**config.mk**
```make
export PLATFORM = sky130hd
export DESIGN_NAME = spi_bridge_slave
export DESIGN_NICKNAME = d
export VERILOG_FILES = /design/src/rtl/spi_bridge_slave.sv
export SDC_FILE = /design/constraint.sdc
export NUM_CORES = 1
export LEC_CHECK = 0
export CAP_MARGIN = 20
export CORE_ASPECT_RATIO = 0.75
export CORE_MARGIN = 10
export CORE_UTILIZATION = 50
export DETAILED_ROUTE_END_ITERATION = 10
export PLACE_DENSITY = 0.77
export REMOVE_ABC_BUFFERS = 1
export SKIP_CTS_REPAIR_TIMING = 1
export SLEW_MARGIN = 20
export SYNTH_ARGS = -nofsm -noshare
export SYNTH_HDL_FRONTEND = slang
export SYNTH_SLANG_ARGS = --single-unit
```
**constraint.sdc**
```tcl
create_clock -name clk -period 4.24 [get_ports clk]
set_input_delay 0.848 -clock clk [delete_from_list [all_inputs] [get_ports clk]]
set_output_delay 0.848 -clock clk [all_outputs]
set_load 0.05 [all_outputs]
```
**src/rtl/spi_bridge_slave.sv**
```systemverilog
// Mode-0 SPI slave bridge oversampled in the clk domain: rx/tx word FIFOs,
// tag-zero status words, saturating error counters and a post-reset idle lockout.
module spi_bridge_slave #(
  parameter int DATA_W      = 32,
  parameter int TAG_W       = 4,
  parameter int STAT_W      = 25,
  parameter int DEPTH_LOG2  = 4,
  parameter int SYNC_STAGES = 2
) (
  input  logic              clk,
  input  logic              rst,
  input  logic              spi_clk,
  input  logic              spi_mosi,
  output logic              spi_miso,
  input  logic              spi_cs,
  output logic              gpio_not_empty,
  output logic              gpio_not_full,
  input  logic              wr_en,
  input  logic [DATA_W-1:0] wr_din,
  output logic              wr_full,
  input  logic              rd_en,
  output logic              rd_rdy,
  output logic [DATA_W-1:0] rd_dout,
  output logic [7:0]        err_frame,
  output logic [7:0]        err_ovf,
  output logic [7:0]        err_drop
);

  localparam int DEPTH  = 1 << DEPTH_LOG2;
  localparam int CNT_W  = DEPTH_LOG2 + 1;
  localparam int BIT_W  = $clog2(DATA_W + 2);
  localparam int LOCK_W = $clog2(SYNC_STAGES + 2);
  localparam logic [BIT_W-1:0]  BIT_MAX   = BIT_W'(DATA_W + 1);
  localparam logic [BIT_W-1:0]  BIT_FULL  = BIT_W'(DATA_W);
  localparam logic [LOCK_W-1:0] LOCK_DONE = LOCK_W'(SYNC_STAGES + 1);
  localparam logic [CNT_W-1:0]  CNT_FULL  = CNT_W'(DEPTH);
  localparam logic [CNT_W-1:0]  CNT_ZERO  = {CNT_W{1'b0}};

  typedef enum logic [1:0] {
    WAIT_IDLE = 2'd0,
    IDLE      = 2'd1,
    ACTIVE    = 2'd2
  } state_t;

  function automatic logic [7:0] sat_inc(input logic [7:0] v);
    return (v == 8'hFF) ? v : v + 8'd1;
  endfunction

  function automatic logic tag_is_zero(input logic [DATA_W-1:0] w);
    return (w[DATA_W-1 -: TAG_W] == {TAG_W{1'b0}});
  endfunction

  state_t state_q, state_d;
  logic [SYNC_STAGES-1:0] cs_sync_q, cs_sync_d;
  logic [SYNC_STAGES-1:0] sclk_sync_q, sclk_sync_d;
  logic [SYNC_STAGES-1:0] mosi_sync_q, mosi_sync_d;
  logic cs_prev_q, cs_prev_d;
  logic sclk_prev_q, sclk_prev_d;
  logic [LOCK_W-1:0] lock_cnt_q, lock_cnt_d;
  logic [DATA_W-1:0] rx_shift_q, rx_shift_d;
  logic [DATA_W-1:0] tx_shift_q, tx_shift_d;
  logic [BIT_W-1:0]  bitcnt_q, bitcnt_d;
  logic [STAT_W-1:0] status_q, status_d;
  logic [DEPTH_LOG2-1:0] rx_wr_ptr_q, rx_wr_ptr_d, rx_rd_ptr_q, rx_rd_ptr_d;
  logic [DEPTH_LOG2-1:0] tx_wr_ptr_q, tx_wr_ptr_d, tx_rd_ptr_q, tx_rd_ptr_d;
  logic [CNT_W-1:0] rx_cnt_q, rx_cnt_d, tx_cnt_q, tx_cnt_d;
  logic [7:0] err_frame_q, err_frame_d, err_ovf_q, err_ovf_d, err_drop_q, err_drop_d;
  logic miso_q, miso_d;
  logic rd_rdy_q, rd_rdy_d, not_full_q, not_full_d;
  logic not_empty_q, not_empty_d, wr_full_q, wr_full_d;
  logic [DATA_W-1:0] rx_mem_q [DEPTH];
  logic [DATA_W-1:0] tx_mem_q [DEPTH];

  logic cs_s, sclk_s, mosi_s;
  logic cs_fall_s, cs_rise_s, sclk_rise_s, sclk_fall_s;
  logic rx_push_s, rx_pop_s, tx_push_s, tx_pop_s;
  logic [DATA_W-1:0] idle_word_s, tx_head_s;

  assign cs_s   = cs_sync_q[SYNC_STAGES-1];
  assign sclk_s = sclk_sync_q[SYNC_STAGES-1];
  assign mosi_s = mosi_sync_q[SYNC_STAGES-1];

  // Next-state logic: input conditioning, frame FSM, FIFO bookkeeping and counters
  always_comb begin
    state_d     = state_q;
    cs_sync_d   = {cs_sync_q[SYNC_STAGES-2:0], spi_cs};
    sclk_sync_d = {sclk_sync_q[SYNC_STAGES-2:0], spi_clk};
    mosi_sync_d = {mosi_sync_q[SYNC_STAGES-2:0], spi_mosi};
    cs_prev_d   = cs_s;
    sclk_prev_d = sclk_s;
    cs_fall_s   = cs_prev_q & ~cs_s;
    cs_rise_s   = ~cs_prev_q & cs_s;
    sclk_rise_s = ~sclk_prev_q & sclk_s;
    sclk_fall_s = sclk_prev_q & ~sclk_s;
    rx_shift_d  = rx_shift_q;
    tx_shift_d  = tx_shift_q;
    bitcnt_d    = bitcnt_q;
    status_d    = status_q;
    err_frame_d = err_frame_q;
    err_ovf_d   = err_ovf_q;
    err_drop_d  = err_drop_q;
    rx_push_s   = 1'b0;
    tx_pop_s    = 1'b0;
    tx_head_s   = tx_mem_q[tx_rd_ptr_q];
    idle_word_s = {DATA_W{1'b0}};
    idle_word_s[STAT_W] = 1'b1;
    idle_word_s[STAT_W-1:0] = status_q;

    // Lockout keeps a frame already in progress at reset from being decoded
    if (lock_cnt_q != LOCK_DONE) begin
      lock_cnt_d = lock_cnt_q + LOCK_W'(1);
    end else begin
      lock_cnt_d = lock_cnt_q;
    end

    rx_pop_s  = rd_en && (rx_cnt_q != CNT_ZERO);
    tx_push_s = wr_en && (tx_cnt_q != CNT_FULL);
    if (wr_en && !tx_push_s) begin
      err_drop_d = sat_inc(err_drop_q);
    end else begin
      err_drop_d = err_drop_q;
    end

    case (state_q)
      WAIT_IDLE: begin
        if ((lock_cnt_q == LOCK_DONE) && cs_s) begin
          state_d = IDLE;
        end else begin
          state_d = WAIT_IDLE;
        end
      end
      IDLE: begin
        if (cs_fall_s) begin
          state_d    = ACTIVE;
          bitcnt_d   = {BIT_W{1'b0}};
          rx_shift_d = {DATA_W{1'b0}};
          if (tx_cnt_q != CNT_ZERO) begin
            tx_pop_s   = 1'b1;
            tx_shift_d = tx_head_s;
            if (tag_is_zero(tx_head_s)) begin
              status_d = tx_head_s[STAT_W-1:0];
            end else begin
              status_d = status_q;
            end
          end else begin
            tx_shift_d = idle_word_s;
          end
        end else begin
          state_d = IDLE;
        end
      end
      ACTIVE: begin
        if (cs_rise_s) begin
          state_d = IDLE;
          if (bitcnt_q != BIT_FULL) begin
            err_frame_d = sat_inc(err_frame_q);
          end else if (tag_is_zero(rx_shift_q)) begin
            rx_push_s = 1'b0;
          end else if (rx_cnt_q == CNT_FULL) begin
            err_ovf_d = sat_inc(err_ovf_q);
          end else begin
            rx_push_s = 1'b1;
          end
        end else begin
          state_d = ACTIVE;
          if (sclk_rise_s) begin
            rx_shift_d = {rx_shift_q[DATA_W-2:0], mosi_s};
            bitcnt_d   = (bitcnt_q == BIT_MAX) ? bitcnt_q : bitcnt_q + BIT_W'(1);
          end else if (sclk_fall_s) begin
            tx_shift_d = {tx_shift_q[DATA_W-2:0], 1'b0};
          end else begin
            bitcnt_d = bitcnt_q;
          end
        end
      end
      default: begin
        state_d = WAIT_IDLE;
      end
    endcase

    rx_wr_ptr_d = rx_push_s ? rx_wr_ptr_q + DEPTH_LOG2'(1) : rx_wr_ptr_q;
    rx_rd_ptr_d = rx_pop_s  ? rx_rd_ptr_q + DEPTH_LOG2'(1) : rx_rd_ptr_q;
    tx_wr_ptr_d = tx_push_s ? tx_wr_ptr_q + DEPTH_LOG2'(1) : tx_wr_ptr_q;
    tx_rd_ptr_d = tx_pop_s  ? tx_rd_ptr_q + DEPTH_LOG2'(1) : tx_rd_ptr_q;
    rx_cnt_d = rx_cnt_q + CNT_W'(rx_push_s) - CNT_W'(rx_pop_s);
    tx_cnt_d = tx_cnt_q + CNT_W'(tx_push_s) - CNT_W'(tx_pop_s);

    miso_d      = (state_d == ACTIVE) ? tx_shift_d[DATA_W-1] : 1'b0;
    rd_rdy_d    = (rx_cnt_d != CNT_ZERO);
    not_full_d  = (rx_cnt_d != CNT_FULL);
    not_empty_d = (tx_cnt_d != CNT_ZERO);
    wr_full_d   = (tx_cnt_d == CNT_FULL);
  end

  // State and flag registers with synchronous reset
  always_ff @(posedge clk) begin
    if (rst) begin
      state_q     <= WAIT_IDLE;
      cs_sync_q   <= {SYNC_STAGES{1'b1}};
      sclk_sync_q <= {SYNC_STAGES{1'b0}};
      mosi_sync_q <= {SYNC_STAGES{1'b0}};
      cs_prev_q   <= 1'b1;
      sclk_prev_q <= 1'b0;
      lock_cnt_q  <= {LOCK_W{1'b0}};
      rx_shift_q  <= {DATA_W{1'b0}};
      tx_shift_q  <= {DATA_W{1'b0}};
      bitcnt_q    <= {BIT_W{1'b0}};
      status_q    <= {STAT_W{1'b0}};
      rx_wr_ptr_q <= {DEPTH_LOG2{1'b0}};
      rx_rd_ptr_q <= {DEPTH_LOG2{1'b0}};
      tx_wr_ptr_q <= {DEPTH_LOG2{1'b0}};
      tx_rd_ptr_q <= {DEPTH_LOG2{1'b0}};
      rx_cnt_q    <= CNT_ZERO;
      tx_cnt_q    <= CNT_ZERO;
      err_frame_q <= 8'd0;
      err_ovf_q   <= 8'd0;
      err_drop_q  <= 8'd0;
      miso_q      <= 1'b0;
      rd_rdy_q    <= 1'b0;
      not_full_q  <= 1'b1;
      not_empty_q <= 1'b0;
      wr_full_q   <= 1'b0;
    end else begin
      state_q     <= state_d;
      cs_sync_q   <= cs_sync_d;
      sclk_sync_q <= sclk_sync_d;
      mosi_sync_q <= mosi_sync_d;
      cs_prev_q   <= cs_prev_d;
      sclk_prev_q <= sclk_prev_d;
      lock_cnt_q  <= lock_cnt_d;
      rx_shift_q  <= rx_shift_d;
      tx_shift_q  <= tx_shift_d;
      bitcnt_q    <= bitcnt_d;
      status_q    <= status_d;
      rx_wr_ptr_q <= rx_wr_ptr_d;
      rx_rd_ptr_q <= rx_rd_ptr_d;
      tx_wr_ptr_q <= tx_wr_ptr_d;
      tx_rd_ptr_q <= tx_rd_ptr_d;
      rx_cnt_q    <= rx_cnt_d;
      tx_cnt_q    <= tx_cnt_d;
      err_frame_q <= err_frame_d;
      err_ovf_q   <= err_ovf_d;
      err_drop_q  <= err_drop_d;
      miso_q      <= miso_d;
      rd_rdy_q    <= rd_rdy_d;
      not_full_q  <= not_full_d;
      not_empty_q <= not_empty_d;
      wr_full_q   <= wr_full_d;
    end
  end

  // FIFO storage; pointers alone define contents, so no reset is needed
  always_ff @(posedge clk) begin
    if (rx_push_s) begin
      rx_mem_q[rx_wr_ptr_q] <= rx_shift_q;
    end
    if (tx_push_s) begin
      tx_mem_q[tx_wr_ptr_q] <= wr_din;
    end
  end

  assign spi_miso       = miso_q;
  assign rd_rdy         = rd_rdy_q;
  assign rd_dout        = rx_mem_q[rx_rd_ptr_q];
  assign gpio_not_full  = not_full_q;
  assign gpio_not_empty = not_empty_q;
  assign wr_full        = wr_full_q;
  assign err_frame      = err_frame_q;
  assign err_ovf        = err_ovf_q;
  assign err_drop       = err_drop_q;

endmodule

```
==> reports/summary.txt, run 1 <==
# setup viols final -> 0
P_int -> 20.48 mW
Most common cell on crit path -> mux4_2
Status -> completed
Global-route layer with the greatest usage -> met2
DR pass1 iterations -> 5
Row count -> 96
Die outline height -> 282.8 um
Simple-gate portion of the synthesized area -> 4.196%
Most frequent cells in the layout -> 1024 x edfxtp_1, 312 x mux4_2, 162 x dfxtp_1
Post-DP HPWL -> 54.35 mm
Net switching power -> 6.528 mW
Share of cells above drive strength 1 -> 25.49%
Switching Fraction -> 24.18%
Proportion of synthesized chip area in sequential cells -> 74.18%
Overflow left after global routing -> 0
Hold crit path type -> flip-flop to flip-flop
Required time of the critical path -> 3.39 ns
Average detailed-routed wire length per instance -> 26.90 um
F_max -> 0.2449 GHz
Type of origin of the critical path -> flip-flop
Fin crit share -> 96.29%
Rel. slew slack -> 24.85%
Total of warnings raised by yosys -> 0
Type of destination of the critical path -> output port
Adder-Cell Fraction of Synth Area -> 0.9838%
Power Density -> 509.5 nW/um^2
GR met3 Demand/Resource -> 3.838%
WS Path Type -> flip-flop to output port
Xor-xnor portion of the synthesized cell area -> 0.7419%
Worst-skew pair later-pin latency -> 0.68 ns
Overall via count from detail_route -> 23140
Initial Utilization -> 50.37%
Number of antenna violations at the first check in global routing -> 4
Number of buffers added on ports -> 99
Largest fanout on the critical path -> 20
Layout net count -> 2547
Aggregate global-route resource usage -> 19.46%
Endpoint of the most critical register-to-register path -> rd_rdy$_SDFF_PP0_
Area of the core -> 91410 sq um
Slew of the pin with the lowest slew margin -> 1.126 ns
Count of boundary I/O pins -> 100
Maximum number of pins on one net before global-route repair -> 81
Layout filler cell count -> 6299
Critical Path Max Stage Delay -> 0.71 ns
Post-synthesis area per instance -> 19.91 sq um
Vias per Instance -> 6.102
Most common cell after layout, fill and taps aside -> edfxtp_1
Syn Inst Count -> 2312
Slowest CP cell -> clkdlybuf4s50_1
Number of design-rule violations left by the first detailed-router iteration -> 2965
FF-to-FF Start -> bitcnt_q[3]$_SDFFE_PP0P_
First-pass GRT wire length -> 153.3 mm
Worst reg-to-reg path cell count -> 14
Part of the power in the clock network -> 37.1%
Cell at the root of the clock tree -> clkbuf_16
Number of antenna-violating nets in the routed design -> 0
Mux share of post-synthesis cell area -> 16.89%
Maximum clock skew at final layout -> 0.04910 ns
Unrepaired setup endpoints after global routing -> true
Async set-reset flop share out of synthesis -> 0%
Clock-pin transition on the worst setup and hold timing paths -> 0.06 ns
Number of violations of the max-capacitance limit -> 0
Cell Area, Synth -> 46040 sq um
Global Route met1 Usage -> 28.25%
Max H-tree Level -> 3
Most instantiated flip-flop cell in the synthesis netlist -> edfxtp_1
Final Hold Viols -> 0
Arrival time at the worst endpoint -> 3.23 ns
Total Die Area -> 104700 sq um
Number of flip-flops and latches in the synthesized netlist -> 1194
Met2 global-route usage -> 30.33%
Placer Congestion -> 0.7639
Max-slew violation total from the final report -> 0
Min Tclk post-route -> 4.083 ns
Cell-by-cell listing of the critical path -> buf_12 > mux4_2 > mux4_2 > clkdlybuf4s50_1
Leakage component of the power -> 16.81 nW
Netlist cell types -> 53
Die width -> 370.4 um
Setup slack of the critical path after layout -> 0.1573 ns
PnR Total Power -> 27.00 mW
Number of buffers created by CTS -> 109
Number of buffers on the longest clock path -> 3
Overall routed net length -> 102.0 mm
TritonCTS clock tree -> yes
Number of enable-type register cells in the synthesized netlist -> 1024
Count of unresolved DRC violations after routing -> 0
Area delta synth->final -> 15.12%
Portion of total power attributed to combinational logic -> 14.2%
Worst setup slack for register-to-register paths -> 0.42 ns
Pre-CTS setup slack -> 0.5107 ns
Vias in the first global route -> 23600
Peak VDD IR -> 368.0 uV
Last element of the critical path -> rd_dout[9]
Part of the total power dissipated in sequential elements -> 48.6%
Compound-Gate Fraction of Synth Area -> 1.603%
Combinational family with the most area after synthesis -> multiplexers
CTS Sinks -> 1194
per-stage QoR:
stage	instances	hold WS [ns]	setup TNS [ns]	area, sq um	util, %
6_report	3792	0.4725	0	53000	57.98
5_1_grt	3791	0.4972	-0.01509	53000	57.98
3_5_place_dp	3587	0.4553	0	49230	53.86
3_3_place_gp	3587	0.4300	0	49230	53.86
2_1_floorplan	2182	0.3895	-403.16	45500	-
4_1_cts	3791	0.4755	-0.8581	52930	57.91
registers in the layout, indices dropped and copies added, names as in the netlist, 8 cells and up, named ones only:
register,cells
err_drop,8
err_frame,8
err_ovf,8
rx_mem_q,512
rx_shift_q,32
status_q,25
tx_mem_q,512
tx_shift_q,32
worst max-delay path: cells and delay by family (launching register included):
kind | cells | cell delay [ns]
mux | 2 | 1.00
buf+inv | 2 | 0.97
flops | 1 | 0.57
synthesized netlist by cell type, drive strengths merged, types with 4 or more instances:
master  count  share of area [%]
nand2      59               0.48
mux2i      38               0.83
and2        5              0.068
or3         7              0.095
clkbuf     86               0.70
o21ai      10               0.11
xor2       24               0.46
inv        30               0.24
xnor2      15               0.29
a21oi      55               0.60
nor2b      16               0.22
dfxtp     170                7.4
nand3      56               0.61
mux2       28               0.68
a21o        4              0.065
or2         4              0.054
and3        9               0.12
buf        44               0.46
nand4      14               0.19
o211ai      5              0.082
edfxtp   1024                 67
nor3       39               0.42
a211oi      4              0.065
nand2b     55               0.75
nor2      109               0.89
a221oi     26               0.49
ha         33               0.90
mux4      314                 15
layer usage:
layer / share of wire (%) / vias up
met1: 42 / 12170
met4: 2.1 / 6
met2: 47 / 1092
met5: 0.051 / -
li1: - / 9698
met3: 8.6 / 171
power groups by stage:
stage	logic [mW]	clock network [mW]	registers (mW)
detailed placement	3.84	0	13.4
global route	4.10	10.7	13.2
global placement	3.71	0	13.4
floorplan	2.65	0	13.7
CTS	3.87	10.2	13.1
finish	3.84	10.0	13.1
cell type report:
cell class	instances	area (sq um)	share of cell area (%)
repair buffers	180	1988	3.751
flip-flops and latches	1194	34170	64.48
clock buffers	137	2937	5.541
diodes	1	2.502	0.004721
well taps	1225	1533	2.892
inverters	30	112.6	0.2125
multi-input cells	958	11490	21.69
clock inverters	67	762.0	1.438
logic make-up (layout without fill, tap and decap cells):
group / count (synthesis) / after routing
compound gates: 115 / 115
simple gates: 389 / 389
buf+inv: 160 / 414
xor+xnor: 39 / 39
mux: 380 / 380
flops: 1194 / 1194
fa+ha+maj: 35 / 35
other cells: 0 / 1
worst min-delay path by stage:
stage	from	endpoint	slack [ns]	cells past startpoint
floorplan	cs_sync_q[0]$_SDFF_PP1_	cs_sync_q[1]$_SDFF_PP1_	0.39	1
CTS	status_q[7]$_SDFFE_PP0P_	status_q[7]$_SDFFE_PP0P_	0.48	2
detailed placement	mosi_sync_q[0]$_SDFF_PP0_	mosi_sync_q[1]$_SDFF_PP0_	0.46	1
global route	mosi_sync_q[0]$_SDFF_PP0_	mosi_sync_q[1]$_SDFF_PP0_	0.50	1
finish	status_q[7]$_SDFFE_PP0P_	status_q[7]$_SDFFE_PP0P_	0.47	2
global placement	mosi_sync_q[0]$_SDFF_PP0_	mosi_sync_q[1]$_SDFF_PP0_	0.43	1
No activity file was read; power rests on OpenSTA's default activity.
==> run 2: changes to the inputs <==
--- a/config.mk
+++ b/config.mk
@@ -7,7 +7,6 @@
 export LEC_CHECK = 0
 export CAP_MARGIN = 20
 export CORE_ASPECT_RATIO = 0.75
-export CORE_MARGIN = 10
 export CORE_UTILIZATION = 50
 export DETAILED_ROUTE_END_ITERATION = 10
 export PLACE_DENSITY = 0.77
@@ -17,3 +16,4 @@
 export SYNTH_ARGS = -nofsm -noshare
 export SYNTH_HDL_FRONTEND = slang
 export SYNTH_SLANG_ARGS = --single-unit
+export TNS_END_PERCENT = 100
==> reports/summary.txt, run 2 (same netlist as run 1, synthesis figures left out) <==
Overall routed net length -> 102.0 mm (about the same)
Min Tclk post-route -> 4.095 ns (+0.01266 ns)
PnR Total Power -> 26.89 mW (-0.42%)
Post-Layout Cell Count -> 3779 (-0.34%)
Hold crit path type -> flip-flop to flip-flop
Average detailed-routed wire length per instance -> 26.98 um (+0.29%)
# setup viols final -> 0 (unchanged)
Power Density -> 508.7 nW/um^2 (-0.17%)
Area delta synth->final -> 14.83%
Row count -> 95 (-1.0%)
Number of buffers added on ports -> 99 (unchanged)
Die width -> 352.4 um (-4.9%)
Max-slew violation total from the final report -> 0 (unchanged)
Required time of the critical path -> 3.39 ns (about the same)
Slew of the pin with the lowest slew margin -> 1.045 ns (-0.08138 ns)
First-pass GRT wire length -> 150.9 mm (-1.5%)
Vias in the first global route -> 23360 (-1.0%)
Part of the total power dissipated in sequential elements -> 48.7% (about the same)
Number of antenna-violating nets in the routed design -> 0 (unchanged)
Max H-tree Level -> 3 (unchanged)
Area after detailed placement -> 49160 sq um (-0.15%)
Part of the power in the clock network -> 37.1% (about the same)
Number of antenna violations at the first check in global routing -> 6 (+2)
Number of violations of the max-capacitance limit -> 0 (unchanged)
Count of unresolved DRC violations after routing -> 0 (unchanged)
Vias per Instance -> 6.070 (-0.53%)
Maximum number of pins on one net before global-route repair -> 106 (+31%)
Type of destination of the critical path -> output port
Overflow left after global routing -> 0 (unchanged)
Rel. slew slack -> 30.36% (+5.5 points)
Area of the core -> 90340 sq um (-1.2%)
Peak VDD IR -> 420.9 uV (+14%)
Portion of total power attributed to combinational logic -> 14.2% (about the same)
Number of buffers on the longest clock path -> 3 (unchanged)
DR pass1 iterations -> 5 (unchanged)
Design area -> 52860 sq um (-0.26%)
Cell at the root of the clock tree -> clkbuf_16
Switching Fraction -> 24.18% (about the same)
Die outline height -> 264.8 um (-6.4%)
Largest registers -> rx_mem_q x512, tx_mem_q x512
Maximum clock skew at final layout -> 0.02819 ns (-0.02091 ns)
Clock-pin transition on the worst setup and hold timing paths -> 0.06 ns (about the same)
Layout net count -> 2545 (-0.079%)
Placed cell count -> 3572 (-0.42%)
Most frequent cells in the layout -> 1024 x edfxtp_1, 312 x mux4_2, 162 x dfxtp_1
CTS Sinks -> 1194 (unchanged)
Total Die Area -> 93300 sq um (-11%)
Worst-skew pair later-pin latency -> 0.68 ns (about the same)
Share of cells above drive strength 1 -> 25.81% (+0.32 points)
Combined flip-flop and latch cell area -> 34180 sq um (about the same)
Unrepaired setup endpoints after global routing -> false
Aggregate global-route resource usage -> 21.96% (+2.5 points)
Leakage component of the power -> 16.67 nW (-0.84%)
Initial Utilization -> 50.96% (+0.60 points)
Final Hold Viols -> 0 (unchanged)
Number of buffers created by CTS -> 109 (unchanged)
Area of the multi-input gates -> 11500 sq um (about the same)
Status -> completed
F_max -> 0.2442 GHz (-0.31%)
Final TNS setup -> 0 ns (unchanged)
Most common cell after layout, fill and taps aside -> edfxtp_1
Utilization after layout -> 58.52% (+0.54 points)
Net switching power -> 6.502 mW (-0.41%)
Overall via count from detail_route -> 22940 (-0.87%)
Number of design-rule violations left by the first detailed-router iteration -> 3040 (+2.5%)
Largest fanout on the critical path -> 24 (+20%)
Count of boundary I/O pins -> 100 (unchanged)
Arrival time at the worst endpoint -> 3.25 ns (+0.02 ns)
Placer Congestion -> 0.8052 (+5.4%)
P_int -> 20.39 mW (-0.43%)
Layout filler cell count -> 6286 (-0.21%)
TritonCTS clock tree -> yes
Fin crit share -> 96.59% (+0.30 points)
Type of origin of the critical path -> flip-flop
WS Path Type -> flip-flop to output port
Post-DP HPWL -> 54.10 mm (-0.47%)
[run 2: power groups by stage]
| stage | Clock, mW | Combinational, mW | Sequential [mW] |
|---|---|---|---|
| after floorplan | 0 | 2.65 | 13.7 |
| after global placement | 0 | 3.73 | 13.3 |
| after detailed placement | 0 | 3.83 | 13.3 |
| after CTS | 10.1 | 3.85 | 13.1 |
| after global routing | 10.5 | 4.08 | 13.1 |
| final | 9.98 | 3.82 | 13.1 |
[run 2: per-layer routing]
layer  global-route usage, %  up-vias  wire length, um
met2                   34.27     1091            48410
met1                   31.44    12000            42170
met4                   6.733        4             2543
li1                        -     9667                -
met3                   4.475      176             8805
met5                       0        -               24
[run 2: layout make-up]
| type | count | share of cell area [%] |
|---|---|---|
| diodes | 2 | 0.009467 |
| repair buffers | 178 | 3.541 |
| flip-flops and latches | 1194 | 64.65 |
| well taps | 1212 | 2.869 |
| inverters | 30 | 0.2130 |
| multi-input cells | 958 | 21.75 |
| clock inverters | 56 | 0.9633 |
| clock buffers | 149 | 6.007 |
[run 2: path summary, 6_finish.rpt]
check / from / end / slack, ns / cells past startpoint
min: mosi_sync_q[0]$_SDFF_PP0_ / mosi_sync_q[1]$_SDFF_PP0_ / 0.46 / 1
max: flip-flop / rd_dout[25] / 0.14 / 4
min reg2reg: mosi_sync_q[0]$_SDFF_PP0_ / mosi_sync_q[1]$_SDFF_PP0_ / 0.46 / 1
max reg2reg: bitcnt_q[3]$_SDFFE_PP0P_ / rd_rdy$_SDFF_PP0_ / 0.52 / 14
[run 2: worst max-delay path: stages (launching register included)]
cell and delay, ns:
dfxtp_4 0.38, buf_6 0.33, mux4_2 0.61, mux4_2 0.48
clkdlybuf4s50_1 0.74
[run 2: per-stage QoR]
step                setup slack (ns)  hold WS, ns
global placement              0.5975       0.4517
finish                        0.1446       0.4598
global route                 0.02969       0.4786
detailed placement            0.5103       0.4518
CTS                         -0.06391       0.4602
floorplan                     -3.194       0.3895
